<file path="src/rtl/fetcher_if.sv">
// Program-memory read channel between the fetcher (master) and instruction memory (slave).
// Latency: none (wires only).
// Backpressure: master holds valid/address until the slave strobes ready.
// Signals: mem_read_valid/mem_read_address (master -> memory),
//          mem_read_ready/mem_read_data (memory -> master).
interface fetcher_if #(
   parameter int ADDR_BITS = 8,
   parameter int DATA_BITS = 16
);
   logic                 mem_read_valid;
   logic [ADDR_BITS-1:0] mem_read_address;
   logic                 mem_read_ready;
   logic [DATA_BITS-1:0] mem_read_data;

   modport master (
      output mem_read_valid,
      output mem_read_address,
      input  mem_read_ready,
      input  mem_read_data
   );

   modport slave (
      input  mem_read_valid,
      input  mem_read_address,
      output mem_read_ready,
      output mem_read_data
   );
endinterface

</file>
<file path="src/rtl/fetcher.sv">
// Instruction fetcher: issues one program-memory read per core FETCH and latches the word.
// Latency: request visible one cycle after FETCH is sampled; instruction one cycle after ready.
// Backpressure: request held stable until ready; gives up with a sticky error after TIMEOUT_CYCLES.
// Ports: clk, reset (async, active-high), enable, core_state, current_pc,
//        mem (fetcher_if.master), fetcher_state, instruction, fetch_error.
module fetcher #(
   parameter int PROGRAM_MEM_ADDR_BITS = 8,
   parameter int PROGRAM_MEM_DATA_BITS = 16,
   parameter int TIMEOUT_CYCLES        = 255
) (
   input  logic                             clk,
   input  logic                             reset,
   input  logic                             enable,
   input  logic [2:0]                       core_state,
   input  logic [PROGRAM_MEM_ADDR_BITS-1:0] current_pc,
   fetcher_if.master                        mem,
   output logic [2:0]                       fetcher_state,
   output logic [PROGRAM_MEM_DATA_BITS-1:0] instruction,
   output logic                             fetch_error
);

   localparam logic [2:0] CORE_FETCH  = 3'b001;
   localparam logic [2:0] CORE_DECODE = 3'b010;

   // Timeout fires on the edge where the counter already holds TIMEOUT_CYCLES-1,
   // i.e. on the TIMEOUT_CYCLES-th FETCHING edge without ready.
   localparam logic [7:0] TIMEOUT_LAST = 8'(TIMEOUT_CYCLES - 1);

   typedef enum logic [2:0] {
      IDLE     = 3'b000,
      FETCHING = 3'b001,
      FETCHED  = 3'b010,
      ERROR    = 3'b011
   } state_t;

   state_t                             state_q, state_d;
   logic                               valid_q, valid_d;
   logic [PROGRAM_MEM_ADDR_BITS-1:0]   addr_q,  addr_d;
   logic [PROGRAM_MEM_DATA_BITS-1:0]   instr_q, instr_d;
   logic                               err_q,   err_d;
   logic [7:0]                         cnt_q,   cnt_d;

   always_ff @(posedge clk or posedge reset) begin
      if (reset) begin
         state_q <= IDLE;
         valid_q <= 1'b0;
         addr_q  <= '0;
         instr_q <= '0;
         err_q   <= 1'b0;
         cnt_q   <= '0;
      end else begin
         state_q <= state_d;
         valid_q <= valid_d;
         addr_q  <= addr_d;
         instr_q <= instr_d;
         err_q   <= err_d;
         cnt_q   <= cnt_d;
      end
   end

   always_comb begin
      state_d = state_q;
      valid_d = valid_q;
      addr_d  = addr_q;
      instr_d = instr_q;
      err_d   = err_q;
      cnt_d   = cnt_q;
      case (state_q)
         IDLE: begin
            // enable only gates starting a fetch; an in-flight fetch always completes.
            if (enable && core_state == CORE_FETCH) begin
               state_d = FETCHING;
               valid_d = 1'b1;
               addr_d  = current_pc;
               cnt_d   = '0;
            end
         end
         FETCHING: begin
            // ready takes priority over a timeout landing on the same edge.
            if (mem.mem_read_ready) begin
               instr_d = mem.mem_read_data;
               valid_d = 1'b0;
               state_d = FETCHED;
            end else if (cnt_q == TIMEOUT_LAST) begin
               valid_d = 1'b0;
               err_d   = 1'b1;
               state_d = ERROR;
            end else begin
               cnt_d = cnt_q + 8'd1;
            end
         end
         FETCHED: begin
            if (core_state == CORE_DECODE) begin
               state_d = IDLE;
            end
         end
         ERROR: begin
            // Terminal until reset.
            valid_d = 1'b0;
            err_d   = 1'b1;
         end
         default: begin
            state_d = IDLE;
            valid_d = 1'b0;
         end
      endcase
   end

   assign mem.mem_read_valid   = valid_q;
   assign mem.mem_read_address = addr_q;
   assign fetcher_state        = state_q;
   assign instruction          = instr_q;
   assign fetch_error          = err_q;

endmodule

</file>
<file path="src/flat_wrapper.sv">
// flat-port wrapper written by rule: the top's interface ports become plain ports
module fetcher_flat 
#(
   parameter int PROGRAM_MEM_ADDR_BITS = 8,
   parameter int PROGRAM_MEM_DATA_BITS = 16,
   parameter int TIMEOUT_CYCLES        = 255
)
  (clk, reset, enable, core_state, current_pc, fetcher_state, instruction, fetch_error, mem_mem_read_valid, mem_mem_read_address, mem_mem_read_ready, mem_mem_read_data);
  fetcher_if #(.ADDR_BITS(8), .DATA_BITS(16)) mem_i ();
  input  logic clk;
  input  logic reset;
  input  logic enable;
  input  logic [2:0] core_state;
  input  logic [PROGRAM_MEM_ADDR_BITS-1:0] current_pc;
  output logic [2:0] fetcher_state;
  output logic [PROGRAM_MEM_DATA_BITS-1:0] instruction;
  output logic fetch_error;
  output wire logic [$bits(mem_i.mem_read_valid)-1:0] mem_mem_read_valid;
  output wire logic [$bits(mem_i.mem_read_address)-1:0] mem_mem_read_address;
  input wire logic [$bits(mem_i.mem_read_ready)-1:0] mem_mem_read_ready;
  input wire logic [$bits(mem_i.mem_read_data)-1:0] mem_mem_read_data;
  assign mem_mem_read_valid = mem_i.mem_read_valid;
  assign mem_mem_read_address = mem_i.mem_read_address;
  assign mem_i.mem_read_ready = mem_mem_read_ready;
  assign mem_i.mem_read_data = mem_mem_read_data;
  fetcher #(.PROGRAM_MEM_ADDR_BITS(PROGRAM_MEM_ADDR_BITS), .PROGRAM_MEM_DATA_BITS(PROGRAM_MEM_DATA_BITS), .TIMEOUT_CYCLES(TIMEOUT_CYCLES)) u_core (.clk(clk), .reset(reset), .enable(enable), .core_state(core_state), .current_pc(current_pc), .mem(mem_i), .fetcher_state(fetcher_state), .instruction(instruction), .fetch_error(fetch_error));
endmodule
</file>
<file path="config.mk">
export PLATFORM = sky130hd
export DESIGN_NAME = fetcher_flat
export DESIGN_NICKNAME = d
export VERILOG_FILES = /design/src/rtl/fetcher_if.sv /design/src/rtl/fetcher.sv /design/src/flat_wrapper.sv
export SDC_FILE = /design/constraint.sdc
export NUM_CORES = 1
export LEC_CHECK = 0
export CAP_MARGIN = 0
export CELL_PAD_IN_SITES_DETAIL_PLACEMENT = 1
export CELL_PAD_IN_SITES_GLOBAL_PLACEMENT = 2
export CORE_MARGIN = 2
export CORE_UTILIZATION = 27
export CTS_CLUSTER_SIZE = 24
export DETAILED_ROUTE_END_ITERATION = 6
export GPL_TIMING_DRIVEN = 0
export PLACE_DENSITY_LB_ADDON = 0.1
export SLEW_MARGIN = 0
export SYNTH_ARGS = -nofsm -noshare
export SYNTH_HDL_FRONTEND = slang
export SYNTH_SLANG_ARGS = --single-unit
</file>
<file path="constraint.sdc">
create_clock -name clk -period 2.2 [get_ports clk]
set_clock_uncertainty 0.1 [all_clocks]
set_input_delay 0.33 -clock clk [delete_from_list [all_inputs] [get_ports clk]]
set_output_delay 0.33 -clock clk [all_outputs]
set_load 0.05 [all_outputs]
</file>
==> out/results.tsv <==
metric	value	unit
status	finished, final reports clean	
met1 usage	14.68	%
chip width	80.51	µm
# resized after CTS	0	
CTS Buf Count	5	
hold-fix buffers at CTS	0	
period utilisation layout	91.85	%
Remaining DRCs	0	
row count	27	
number of H-tree levels	2	
CP cell instances	clkdlybuf4s50_1	
top_reg_cell synth	dfrtp_1	
Slew @ Worst Pin	776.2	ps
vias per cell	4.592	
CP endpoint kind	output pin	
Arrival @ worst endpoint	1590	ps
initial antenna violation count	0	
vias in the first global route	1409	
DRT iter0 DRCs	26	
Max Slew Vio Count	0	
Worst path max stage delay	860	ps
post-synth cell types	37	
DRT Wirelength	4.004	mm
RD Place Congestion	0.7455	
Peak supply drop	0.9205	mV
final setup vio count	0	
Buf+Inv Stages, Crit Path	1	
most common cell after layout, fill and taps aside	clkdlybuf4s50_1	
Post-CTS Setup Bufs	0	
Initial Util	28.35	%
fmax	494.9	MHz
PortBufs	58	
Warnings, synthesis	0	
register area share after synthesis	57.01	%
CTS tree	yes	
Core Region	5574	µm²
WS Path Type	register to output pin	
Final Power	3.466	mW
slowest CP cell	clkdlybuf4s50_1	
Synthesized Nets	155	
Post-Syn Instances	122	
GRT Residual Overflow	0	
CTS max path bufs	2	
WL per Instance	15.40	µm
synthesized area per cell	12.95	µm²
Clock Pin Slew Worst Setup and Hold Paths	70	ps
P_leak	1.052	nW
post-route ant nets	0	
Die Ht	80.51	µm
Clock Latency Late Sink	280	ps
TritonRoute pass-1 iters	2	
Synth async-reset ratio	100.0	%
post-synth top area share	57.01	%
Final nets	220	
post-synthesis sequential element count	36	
MaxCap Viol Count	0	
global-route wire length before repair	6.699	mm
CP required	1770	ps
Max transition margin	48.18	%
final hold vios	0	
vias	1194	
Synth area leader	dfrtp_1	
routing usage on met3	5.281	%
antenna cells	0	
startpoint types	register	
CP delay by family, top	buffers and inverters	
Max FO, Critical Path	7	
clock root cell	clkbuf_8	
Setup TNS	0	ps
layout cells sized above 1	23.40	%
most frequent cells in the layout	clkdlybuf4s50_1, dfrtp_1, mux2_2	
HP Class	register to register	
# fillers	606	
I/O pin count	60	
DP HPWL	3.023	mm
RSZ-0062 raised after global routing	false	
mapped cell area	1580	µm²
largest net degree at the start of global routing	37	
die area	6481	µm²
power density cells	1479	nW/µm²
gr usage total	13.64	%
GR peak layer	met2	
Synth area leaders	dfrtp_1, mux2_2, a211o_1	
EDFF count, synth	0	
Synth-to-Final Area Change	48.30	%
Final min period	2021	ps
met2 usage	24.33	%
clk sinks	36	
[where the power goes]
part	leakage, nW	total [mW]	internal [mW]	switching, mW
combinational	0.552	1.87	0.695	1.18
clock	0.0510	0.485	0.250	0.235
sequential	0.449	1.11	0.938	0.172
total	1.05	3.47	1.88	1.58
[flip-flops by register name, summed over array words and instances (netlist names)]
signal	count
u_core.instruction	16
u_core.cnt_q	8
u_core.mem.mem_read_address	8
u_core.fetcher_state	2
u_core.fetch_error	1
u_core.mem.mem_read_valid	1
[synth_stat cells (2+ instances only)]
library cell   n
nand2_2        2
nand3_1        5
dfrtp_1       36
nand2_1        5
nor3b_1        2
buf_6          2
inv_1          5
ha_1           2
a211o_1        3
a31oi_1        2
nor2_1         3
mux2_2        24
o21ai_0        4
nor3_1         4
[layout make-up]
type / count / area [µm²] / share of cell area (%)
flip-flops and latches: 36 / 900.9 / 38.44
inverters: 5 / 18.77 / 0.8009
repair buffers: 58 / 580.6 / 24.77
clock buffers: 6 / 82.58 / 3.524
clock inverters: 2 / 10.01 / 0.4271
multi-input cells: 77 / 625.6 / 26.70
plain buffers: 4 / 35.03 / 1.495
well taps: 72 / 90.09 / 3.844
[kinds of logic (layout without fill, tap and decap cells)]
group	Yosys count	after routing	synth area share [%]
AOI/OAI and AO/OA	18	18	8.394
and+or+nand+nor	30	30	10.93
other	1	1	0.2373
muxes	26	26	18.45
adders and majority gates	2	2	1.583
buffers and inverters	9	75	3.404
DFF	36	36	57.01
[path summary, 6_finish.rpt]
check                      slack, ps                    start                              to  cells past startpoint
setup reg to reg                 420  u_core.fetcher_state[0]                 u_core.cnt_q[1]                      5
min in group asynchronous        410                    reset           u_core.instruction[3]                      2
hold / removal                   380       u_core.fetch_error              u_core.fetch_error                      1
hold reg to reg                  380       u_core.fetch_error              u_core.fetch_error                      1
max in group asynchronous       1090                    reset  u_core.mem.mem_read_address[3]                      2
setup / recovery                 180  u_core.fetcher_state[1]                fetcher_state[1]                      1
[routing by layer]
layer / part of all wire (%) / routed length [µm]
met1: 39 / 1543
met2: 54 / 2144
met3: 6.5 / 260
met4: 1.4 / 55
met5: 0 / 0
[stage by stage]
stage	hold WS, ps	instances	setup WS (ps)	util (%)	area, µm²
2_1_floorplan	327.0	122	367.3	-	1580
3_3_place_gp	355.3	252	116.3	40.38	2251
3_5_place_dp	361.0	252	220.9	40.38	2251
4_1_cts	385.6	260	157.1	42.04	2344
5_1_grt	428.6	260	112.5	42.04	2344
6_report	376.9	260	179.2	42.04	2344
(Power assumes the default switching activity.)
